<file path="config.mk">
export PLATFORM = sky130hd
export DESIGN_NAME = fsm_stream_alu_flat
export DESIGN_NICKNAME = d
export VERILOG_FILES = /design/src/rtl/fsm_stream_alu_if.sv /design/src/rtl/fsm_stream_alu.sv /design/src/flat_wrapper.sv
export SDC_FILE = /design/constraint.sdc
export NUM_CORES = 2
export LEC_CHECK = 0
export ABC_AREA = 0
export CAP_MARGIN = 15
export CORE_MARGIN = 3
export CORE_UTILIZATION = 46
export CTS_CLUSTER_DIAMETER = 200
export DETAILED_ROUTE_END_ITERATION = 8
export HOLD_SLACK_MARGIN = 0.03
export PLACE_DENSITY_LB_ADDON = 0.05
export SLEW_MARGIN = 40
export SYNTH_ARGS = -nofsm -noshare
export SYNTH_HDL_FRONTEND = slang
export SYNTH_SLANG_ARGS = --single-unit
</file>
<file path="constraint.sdc">
create_clock -name clk -period 7.8 [get_ports clk]
set_input_delay 0.78 -clock clk [delete_from_list [all_inputs] [get_ports clk]]
set_output_delay 0.78 -clock clk [all_outputs]
set_load 0.01 [all_outputs]
</file>
<file path="src/rtl/fsm_stream_alu_if.sv">
// ============================================================================
// Module   : fsm_stream_alu_if
// Brief    : Handshake/stream bundle between a host and fsm_stream_alu.
// Revision : 1.0 - initial release
// ============================================================================
`default_nettype none

interface fsm_stream_alu_if #(
    parameter int N_width = 4
);
    logic               start;
    logic               abort;
    logic               in_valid;
    logic               in_ready;
    logic [N_width-1:0] a;
    logic [N_width-1:0] b;
    logic               op_valid;
    logic               op_ready;
    logic [2:0]         op_code;
    logic               op_last;
    logic [N_width-1:0] out;
    logic               out_valid;
    logic               out_ready;
    logic               busy;
    logic               done;
    logic               err;
    logic [1:0]         state_res;

    modport master (
        output start, abort, in_valid, a, b, op_valid, op_code, op_last, out_ready,
        input  in_ready, op_ready, out, out_valid, busy, done, err, state_res
    );

    modport slave (
        input  start, abort, in_valid, a, b, op_valid, op_code, op_last, out_ready,
        output in_ready, op_ready, out, out_valid, busy, done, err, state_res
    );
endinterface

`default_nettype wire

</file>
<file path="src/rtl/fsm_stream_alu.sv">
// ============================================================================
// Module   : fsm_stream_alu
// Brief    : Beat-serial operand loader, opcode-driven accumulator ALU and
//            beat-serial result drain.
// Revision : 1.0 - initial release
// ============================================================================
`default_nettype none

module fsm_stream_alu #(
    parameter int N       = 64,
    parameter int N_width = 4,
    parameter int MAX_OPS = 16
) (
    input  wire logic            clk,
    input  wire logic            rst,
    fsm_stream_alu_if.slave      bus
);

    localparam int BEATS = N / N_width;
    localparam int BW    = $clog2(BEATS);
    localparam int OW    = $clog2(MAX_OPS + 1);

    localparam logic [1:0]    C_IDLE      = 2'd0;
    localparam logic [1:0]    C_LOAD      = 2'd1;
    localparam logic [1:0]    C_EXEC      = 2'd2;
    localparam logic [1:0]    C_DRAIN     = 2'd3;
    localparam logic [BW-1:0] C_LAST_BEAT = BW'(BEATS - 1);
    localparam logic [OW-1:0] C_LAST_OP   = OW'(MAX_OPS - 1);

    logic [1:0]    r_state;
    logic [N-1:0]  r_a;
    logic [N-1:0]  r_b;
    logic [N-1:0]  r_acc;
    logic [BW-1:0] r_beat_cnt;
    logic [OW-1:0] r_op_cnt;
    logic          r_done;
    logic          r_err;

    logic [N-1:0]  w_alu;
    logic [N-1:0]  w_min;
    logic [N-1:0]  w_max;
    logic [N-1:0]  w_absdiff;
    logic [N:0]    w_sum;
    logic          w_last_beat;

    assign w_last_beat = (r_beat_cnt == C_LAST_BEAT);
    assign w_min       = (r_a < r_b) ? r_a : r_b;
    assign w_max       = (r_a < r_b) ? r_b : r_a;
    assign w_absdiff   = (r_a < r_b) ? (r_b - r_a) : (r_a - r_b);
    assign w_sum       = {1'b0, r_a} + {1'b0, r_b};

    always_comb begin
        w_alu = '0;
        case (bus.op_code)
            3'd0: w_alu = (r_a & r_b) | r_acc;
            3'd1: w_alu = (r_a ^ r_b) + r_acc;
            3'd2: w_alu = w_absdiff ^ r_acc;
            3'd3: w_alu = {r_acc[N-1:N/2], w_min[N/2-1:0]};
            3'd4: w_alu = w_max + (r_acc << 1);
            // A carry out of the unsigned sum saturates to all-ones before masking.
            3'd5: w_alu = (w_sum[N] ? {N{1'b1}} : w_sum[N-1:0]) & r_acc;
            3'd6: w_alu = ((r_a & r_b) + ((r_a ^ r_b) >> 1)) | r_acc;
            3'd7: w_alu = {r_a[N-2:0], r_a[N-1]} ^ r_b ^ r_acc;
            default: w_alu = '0;
        endcase
    end

    always_ff @(posedge clk or posedge rst) begin
        if (rst) begin
            r_state    <= C_IDLE;
            r_a        <= '0;
            r_b        <= '0;
            r_acc      <= '0;
            r_beat_cnt <= '0;
            r_op_cnt   <= '0;
            r_done     <= 1'b0;
            r_err      <= 1'b0;
        end else begin
            r_done <= 1'b0;
            if (bus.abort) begin
                // Abort beats every handshake and start; err deliberately survives.
                r_state    <= C_IDLE;
                r_beat_cnt <= '0;
                r_op_cnt   <= '0;
            end else begin
                case (r_state)
                    C_IDLE: begin
                        if (bus.start) begin
                            r_a        <= '0;
                            r_b        <= '0;
                            r_acc      <= '0;
                            r_beat_cnt <= '0;
                            r_op_cnt   <= '0;
                            r_err      <= 1'b0;
                            r_state    <= C_LOAD;
                        end
                    end
                    C_LOAD: begin
                        if (bus.in_valid) begin
                            r_a[r_beat_cnt*N_width +: N_width] <= bus.a;
                            r_b[r_beat_cnt*N_width +: N_width] <= bus.b;
                            if (w_last_beat) begin
                                r_beat_cnt <= '0;
                                r_state    <= C_EXEC;
                            end else begin
                                r_beat_cnt <= r_beat_cnt + BW'(1);
                            end
                        end
                    end
                    C_EXEC: begin
                        if (bus.op_valid) begin
                            r_acc    <= w_alu;
                            r_op_cnt <= r_op_cnt + OW'(1);
                            if (bus.op_last) begin
                                r_state <= C_DRAIN;
                            end else if (r_op_cnt == C_LAST_OP) begin
                                r_state <= C_DRAIN;
                                r_err   <= 1'b1;
                            end
                        end
                    end
                    C_DRAIN: begin
                        if (bus.out_ready) begin
                            if (w_last_beat) begin
                                r_beat_cnt <= '0;
                                r_state    <= C_IDLE;
                                r_done     <= 1'b1;
                            end else begin
                                r_beat_cnt <= r_beat_cnt + BW'(1);
                            end
                        end
                    end
                    default: r_state <= C_IDLE;
                endcase
            end
        end
    end

    assign bus.in_ready  = (r_state == C_LOAD);
    assign bus.op_ready  = (r_state == C_EXEC);
    assign bus.out_valid = (r_state == C_DRAIN);
    assign bus.out       = (r_state == C_DRAIN) ? r_acc[r_beat_cnt*N_width +: N_width] : '0;
    assign bus.busy      = (r_state != C_IDLE);
    assign bus.done      = r_done;
    assign bus.err       = r_err;
    assign bus.state_res = r_state;

endmodule

`default_nettype wire
</file>
<file path="src/flat_wrapper.sv">
// flat-port wrapper written by rule: the top's interface ports become plain ports
module fsm_stream_alu_flat 
#(
    parameter int N       = 64,
    parameter int N_width = 4,
    parameter int MAX_OPS = 16
)
  (clk, rst, bus_start, bus_abort, bus_in_valid, bus_a, bus_b, bus_op_valid, bus_op_code, bus_op_last, bus_out_ready, bus_in_ready, bus_op_ready, bus_out, bus_out_valid, bus_busy, bus_done, bus_err, bus_state_res);
  fsm_stream_alu_if #(.N_width(N_width)) bus_i ();
  input  wire logic clk;
  input  wire logic rst;
  input wire logic [$bits(bus_i.start)-1:0] bus_start;
  input wire logic [$bits(bus_i.abort)-1:0] bus_abort;
  input wire logic [$bits(bus_i.in_valid)-1:0] bus_in_valid;
  input wire logic [$bits(bus_i.a)-1:0] bus_a;
  input wire logic [$bits(bus_i.b)-1:0] bus_b;
  input wire logic [$bits(bus_i.op_valid)-1:0] bus_op_valid;
  input wire logic [$bits(bus_i.op_code)-1:0] bus_op_code;
  input wire logic [$bits(bus_i.op_last)-1:0] bus_op_last;
  input wire logic [$bits(bus_i.out_ready)-1:0] bus_out_ready;
  output wire logic [$bits(bus_i.in_ready)-1:0] bus_in_ready;
  output wire logic [$bits(bus_i.op_ready)-1:0] bus_op_ready;
  output wire logic [$bits(bus_i.out)-1:0] bus_out;
  output wire logic [$bits(bus_i.out_valid)-1:0] bus_out_valid;
  output wire logic [$bits(bus_i.busy)-1:0] bus_busy;
  output wire logic [$bits(bus_i.done)-1:0] bus_done;
  output wire logic [$bits(bus_i.err)-1:0] bus_err;
  output wire logic [$bits(bus_i.state_res)-1:0] bus_state_res;
  assign bus_i.start = bus_start;
  assign bus_i.abort = bus_abort;
  assign bus_i.in_valid = bus_in_valid;
  assign bus_i.a = bus_a;
  assign bus_i.b = bus_b;
  assign bus_i.op_valid = bus_op_valid;
  assign bus_i.op_code = bus_op_code;
  assign bus_i.op_last = bus_op_last;
  assign bus_i.out_ready = bus_out_ready;
  assign bus_in_ready = bus_i.in_ready;
  assign bus_op_ready = bus_i.op_ready;
  assign bus_out = bus_i.out;
  assign bus_out_valid = bus_i.out_valid;
  assign bus_busy = bus_i.busy;
  assign bus_done = bus_i.done;
  assign bus_err = bus_i.err;
  assign bus_state_res = bus_i.state_res;
  fsm_stream_alu #(.N(N), .N_width(N_width), .MAX_OPS(MAX_OPS)) u_core (.clk(clk), .rst(rst), .bus(bus_i));
endmodule
</file>
# After elaboration in Yosys (flattened, before gate mapping)

Index checks and enable logic that the tools add are counted.

Register bits: 205
Input port bits: 19
Output and inout port bits: 12
Word-level logic and storage cells: 115

Add/subtract/negate cells: 9
Magnitude comparators: 1
Eq/ne operators: 25
Shifts and indexed selects: 4
Muxes and demuxes: 44
Bitwise operators: 9
Reduce and logical (&&, ||, !) cells: 14

Operators by type and width:

| cell                    | count |
|---|---|
| $pmux 64 s8             | 1 |
| $mux 64                 | 7 |
| $pmux 64 s2             | 3 |
| $xor 64x64->64          | 4 |
| $add 64x64->64          | 2 |
| $and 64x64->64          | 2 |
| $bwmux 64               | 2 |
| $or 64x64->64           | 2 |
| $shiftx 4x34->64        | 2 |
| $sub 64x64->64          | 2 |
| $add 64x64->65          | 1 |
| $add 64x63->64          | 1 |
| $lt 64x64->1            | 1 |
| $shift 4x34->64 const A | 1 |
| $shiftx 64x7->4         | 1 |
| $neg 6->34              | 1 |
| $mux 32                 | 1 |
| $mux 4                  | 6 |
| $mux 2                  | 9 |
| $mux 5                  | 3 |
| $eq 3x3->1 const B      | 4 |
| $ne 3x3->1 const B      | 4 |
| $pmux 4 s3              | 1 |
| $reduce_and 4->1        | 3 |
| 26 further kinds        | 42 |

# Logic depth before layout (Yosys ltp)

Word-level depth: 6
Mapped depth: 32
Mapped depth without buffers: 27

# Least setup slack after synthesis

No wires, ideal clock.

Path type: register -> register
Start: register u_core.r_a[0]
End: register u_core.r_acc[57]
Setup time: 0.139 ns
Data arrival time: 6.574 ns
Required time: 7.661 ns
Path slack: 1.087 ns
Cell stages (with the launch flop): 33
Buffers on the path: 5
Period minus slack after synthesis: 6.713 ns
Cells stage by stage: dfrtp_1 > inv_1 > ha_1 > inv_1 > fa_1 > a211o_1 > a21o_1 > and3_4 > o2111ai_2 > a41oi_2 > nor2_4 > buf_6 > buf_2 > buf_2 > buf_2 > buf_2 > nand2_1 > o21ai_0 > ha_1 > inv_1 > fa_1 > nand2b_1 > a21oi_2 > o211ai_1 > o211ai_2 > a21oi_1 > o31a_1 > o31a_1 > o41ai_4 > a21boi_1 > xnor2_1 > a2111oi_0 > a211oi_1

Cells in the longest elaborated chain, start to end: 6
Elaborated cells on any way between the ends: 18
Those cells by class: add/sub (6); order compare (1); mux (6); bitwise (5)

Ends and longest elaborated chain:

| element                                      | RTL line                                   | RTL |
|---|---|---|
| from (decl)                                  | fsm_stream_alu.sv:31                       | `logic [N-1:0] r_a;` |
| from (signal, indexed assignment)            | fsm_stream_alu.sv:100                      | `r_a[r_beat_cnt*N_width +: N_width] <= bus.a;` |
| $lt 64x64->1, or another cell as far along   | fsm_stream_alu.sv:48, fsm_stream_alu.sv:49 |  |
| $mux 64, or another cell as far along        | fsm_stream_alu.sv:48                       | `assign w_max = (r_a < r_b) ? r_b : r_a;` |
| $add 64x64->64, or another cell as far along | fsm_stream_alu.sv:59                       | `3'd4: w_alu = w_max + (r_acc << 1);` |
| $pmux 64 s8 (*)                              | fsm_stream_alu.sv:54                       | `case (bus.op_code)` |
| $mux 64 (*)                                  | fsm_stream_alu.sv:111                      | `if (bus.op_valid) begin` |
| $pmux 64 s2 (*)                              | fsm_stream_alu.sv:86                       | `case (r_state)` |
| to (signal assigned)                         | fsm_stream_alu.sv:112                      | `r_acc <= w_alu;` |
| to (decl)                                    | fsm_stream_alu.sv:33                       | `logic [N-1:0] r_acc;` |

Every way passes the cells marked *; elsewhere a longest branch is shown, timed or not. The select of a mux whose other input is x is not followed.
A chain may end at the register's enable or synchronous reset.

# Worst setup path in the final report

Start: register u_core.r_b[14]
End: register u_core.r_acc[57]

Cells in the longest elaborated chain, start to end: 6
Elaborated cells on any way between the ends: 18
Those cells by class: add/sub (6); order compare (1); mux (6); bitwise (5)

Ends and longest elaborated chain:

| element                                      | RTL line                                   | RTL |
|---|---|---|
| from (decl)                                  | fsm_stream_alu.sv:32                       | `logic [N-1:0] r_b;` |
| from (signal, indexed assignment)            | fsm_stream_alu.sv:101                      | `r_b[r_beat_cnt*N_width +: N_width] <= bus.b;` |
| $lt 64x64->1, or another cell as far along   | fsm_stream_alu.sv:48, fsm_stream_alu.sv:49 |  |
| $mux 64, or another cell as far along        | fsm_stream_alu.sv:48                       |  |
| $add 64x64->64, or another cell as far along | fsm_stream_alu.sv:59                       |  |
| $pmux 64 s8 (*)                              | fsm_stream_alu.sv:54                       |  |
| $mux 64 (*)                                  | fsm_stream_alu.sv:111                      |  |
| $pmux 64 s2 (*)                              | fsm_stream_alu.sv:86                       |  |

Marked as above.

==> results.toml <==
[outcome]
run_status = "finished clean"

[drt]
drcViolationCount = 0
ant_nets = 0
wl_per_cell_um = 34.1
vias = 45153
via_per_inst = 7.15
postRouteWirelength_um = 215000
drt_iter0_markers = 7048
firstDrtPassIters = 9

[global_route]
gr-usage-all-layers = 0.484
globalRouteOverflowTotal = 0
antenna_found_initial = 25
grt_pass1_vias = 41544
grt_max_degree = 100
grt_pass1_wl_um = 304000

[floorplan]
fp.dieW_um = 294
core_region_area_mm2 = 0.0812
io_pins = 31
initial_core_util = 0.469
dieArea_mm2 = 0.0862
placementRows = 104
die_y_um = 294

[power]
p_sw_uw = 6580
peakVddDrop_mv = 0.459
clkPwrFrac = 0.148
seqPwrFrac = 0.123
p_per_area_mw_per_mm2 = 272
leakagePower_uw = 0.0190
power_frac_comb = 0.730
finalPower_uw = 11300
sw_frac_of_total = 0.582
internal_power_uw = 4730

[worst_setup_path]
endpoint = "u_core.r_acc[57]$_DFFE_PP0P_"
cp.arrival_ns = 8.01
cp_max_fo = 12
start_kind = "flop"
critical_path_required_ns = 8.24
critPathLaunch = "u_core.r_b[14]$_DFFE_PP0P_"
r2r_start = "u_core.r_b[14]$_DFFE_PP0P_"
cp_slowest_cell = "ha_1"
endpoint_kind = "flop"
regToRegSetupSlack_ns = 0.23
criticalPathCategory = "flop to flop"
r2r-end = "u_core.r_acc[57]$_DFFE_PP0P_"
crit_path_max_incr_delay_ns = 0.53
worst-r2r-cell-count = 23
worstPathCellList = "inv_1 -> ha_1 -> nand4_1 -> o221ai_1 -> o2111ai_2 -> a41oi_2 -> nor2_4 -> o21ai_0 -> ha_1 -> inv_1 -> fa_1 -> nand2b_1 -> a21oi_2 -> o211ai_1 -> o211ai_2 -> a21oi_1 -> o31a_1 -> o31a_1 -> o41ai_4 -> a21boi_1 -> xnor2_1 -> a2111oi_0 -> a211oi_1"

[clock_tree]
clk_pin_slew_worst_paths_ns = 0.06
h-tree-depth = 2
cts_buffers = 34
clk_path_buf_depth = 3
cts_tree = "built"
cts_root_buffer = "clkbuf_16"
insertion_delay_ns = 0.58
clock_sinks = 205

[logic_synthesis]
ys_ff_latch = 205
synth_nets = 5714
async_flop_share = 1.00
netlist_instances = 5221
avgSynthCellArea_um2 = 7.29
synth_edf_count = 0
synthFlopType = "dfrtp_1"
seq_area_frac_synth = 0.135
synth_cell_type_count = 109
syn_area_mm2 = 0.0380
yosysWarnings = 0

[hold_path]
hp-start = "u_core.r_op_cnt[4]$_DFFE_PP0P_"
hold_path_class = "flop to flop"

[timing]
fin_ws_ns = 0.226
rsz0062_at_grt = "false"
slew_violations = 0
hold_violations = 0
fin_worst_skew_ns = 0.0257
fin_tns_setup_ns = 0
layout_min_cycle_time_ns = 7.57
max_freq_mhz = 132
maxSlewHeadroom = 0.356
timing.final.crit_share = 0.971
max_slew.worst_pin.slew_ns = 0.953
setup_viol = 0

[placed_design]
numPortBuffers = 30
dp_hpwl_um = 165000
gp_congestion = 1.11
pre_cts_ws_ns = 0.413

[finish]
nNetsFinal = 5709
drive_above_1_share = 0.0773
syn_to_final_growth_pct = 9.36
num-fill-cells = 8285

[run]
drv_cap = 0
[flip-flops by register name, indices dropped and copies added (netlist names)]
signal / cells
u_core.bus.done: 1
u_core.bus.err: 1
u_core.bus.state_res: 2
u_core.r_a: 64
u_core.r_acc: 64
u_core.r_b: 64
u_core.r_beat_cnt: 4
u_core.r_op_cnt: 5
[power by group through the flow]
stage               Combinational [µW]  Clock [µW]  Sequential (µW)
global placement                  7780           0             1390
CTS                               7800        1660             1370
finish                            8250        1670             1390
detailed placement                7760           0             1390
floorplan                         5000           0             1290
global route                      8460        1700             1390
[cell families after synthesis]
logic type,count (synthesis),share of synthesized area
and+or+nand+nor,1456,0.176
buffers and inverters,580,0.0608
AOI/OAI and AO/OA,2057,0.348
DFF,205,0.135
adders and majority gates,474,0.169
xor gates and xnor gates,375,0.0863
muxes,74,0.0242
[worst min path at each step]
stage                                     end  slack, ns  cells after the start
4_1_cts        u_core.r_op_cnt[4]$_DFFE_PP0P_       0.49                      2
3_5_place_dp   u_core.r_op_cnt[4]$_DFFE_PP0P_       0.48                      2
3_3_place_gp   u_core.r_op_cnt[4]$_DFFE_PP0P_       0.47                      2
5_1_grt        u_core.r_op_cnt[4]$_DFFE_PP0P_       0.53                      2
6_report       u_core.r_op_cnt[4]$_DFFE_PP0P_       0.49                      2
2_1_floorplan  u_core.r_op_cnt[4]$_DFFE_PP0P_       0.45                      2
[synthesized netlist by cell type (13+ instances only)]
library cell | number | area, µm²
a211oi_1 | 50 | 375
a21boi_0 | 25 | 188
a21o_1 | 119 | 893
a21oi_1 | 601 | 3010
a221o_1 | 14 | 140
a221oi_1 | 38 | 333
a22o_1 | 41 | 359
a22oi_1 | 15 | 113
a311oi_1 | 13 | 114
a31o_2 | 13 | 114
a31oi_1 | 94 | 588
a32o_1 | 40 | 400
and2_1 | 28 | 175
and3_1 | 41 | 257
buf_2 | 53 | 265
clkbuf_1 | 203 | 762
dfrtp_1 | 205 | 5130
fa_1 | 68 | 1360
ha_1 | 406 | 5080
inv_1 | 298 | 1120
mux2i_1 | 56 | 561
mux4_2 | 14 | 315
nand2_1 | 534 | 2000
nand2b_1 | 31 | 194
nand3_1 | 114 | 571
nand4_1 | 82 | 513
nor2_1 | 361 | 1360
nor2b_1 | 23 | 144
nor3_1 | 114 | 571
nor3b_1 | 13 | 97.6
nor4_1 | 33 | 206
o2111ai_1 | 15 | 131
o211ai_1 | 57 | 428
o21a_1 | 50 | 375
o21ai_0 | 493 | 2470
o21bai_1 | 82 | 616
o221ai_1 | 47 | 412
o22ai_1 | 39 | 244
o31a_1 | 14 | 123
o31ai_1 | 51 | 383
or2_2 | 16 | 100
or3_1 | 18 | 113
xnor2_1 | 264 | 2310
xor2_1 | 111 | 972
[through the flow]
step / std cells / util / instance area, µm² / hold WS [ns]
2_1_floorplan: 5221 / - / 38000 / 0.450
3_3_place_gp: 6236 / 0.495 / 40200 / 0.467
3_5_place_dp: 6237 / 0.497 / 40300 / 0.481
4_1_cts: 6297 / 0.511 / 41500 / 0.493
5_1_grt: 6302 / 0.512 / 41600 / 0.535
6_report: 6319 / 0.512 / 41600 / 0.491
[worst max-delay path: cells and delay by family, from the launching register on]
| family | cells | cell delay [ns] |
|---|---|---|
| compound gates | 14 | 4.72 |
| fa+ha+maj | 3 | 1.21 |
| simple gates | 3 | 0.66 |
| flops | 1 | 0.51 |
| buf+inv | 2 | 0.15 |
| xor+xnor | 1 | 0.15 |
[metal layers]
layer / vias to the layer above / global-route usage / share of wire
met1: 21494 / 0.635 / 0.39
li1: 19218 / - / -
met2: 3565 / 0.669 / 0.39
met4: 18 / 0.307 / 0.078
met5: - / 0 / 0.00052
met3: 858 / 0.176 / 0.15
[area by class of cell]
| type | count | area [µm²] | area share |
|---|---|---|---|
| Multi-Input combinational cell | 4436 | 30900 | 0.743 |
| Tap cell | 1060 | 1330 | 0.0319 |
| Sequential cell | 205 | 5130 | 0.123 |
| Clock buffer | 48 | 1030 | 0.0247 |
| Timing Repair Buffer | 235 | 1890 | 0.0455 |
| Antenna cell | 19 | 47.5 | 0.00114 |
| Clock inverter | 12 | 113 | 0.00271 |
| Inverter | 304 | 1150 | 0.0276 |
[placed cells by master, fill, tap and decap left out, drive strengths merged, types with 114 or more instances in the layout]
cell,instances
a21oi,605
nor2,362
buf,204
o21ai,504
nor3,114
inv,299
xnor2,264
nand2,535
nand3,114
ha,406
a21o,119
dfrtp,205
[timing repair]
item / in CTS / in global routing
resized for setup: 0 / 5
setup endpoints to repair: 0 / 7
hold buffers: 0 / 0
buffers inserted: 0 / 0
Power figures use the tool's default switching activity.
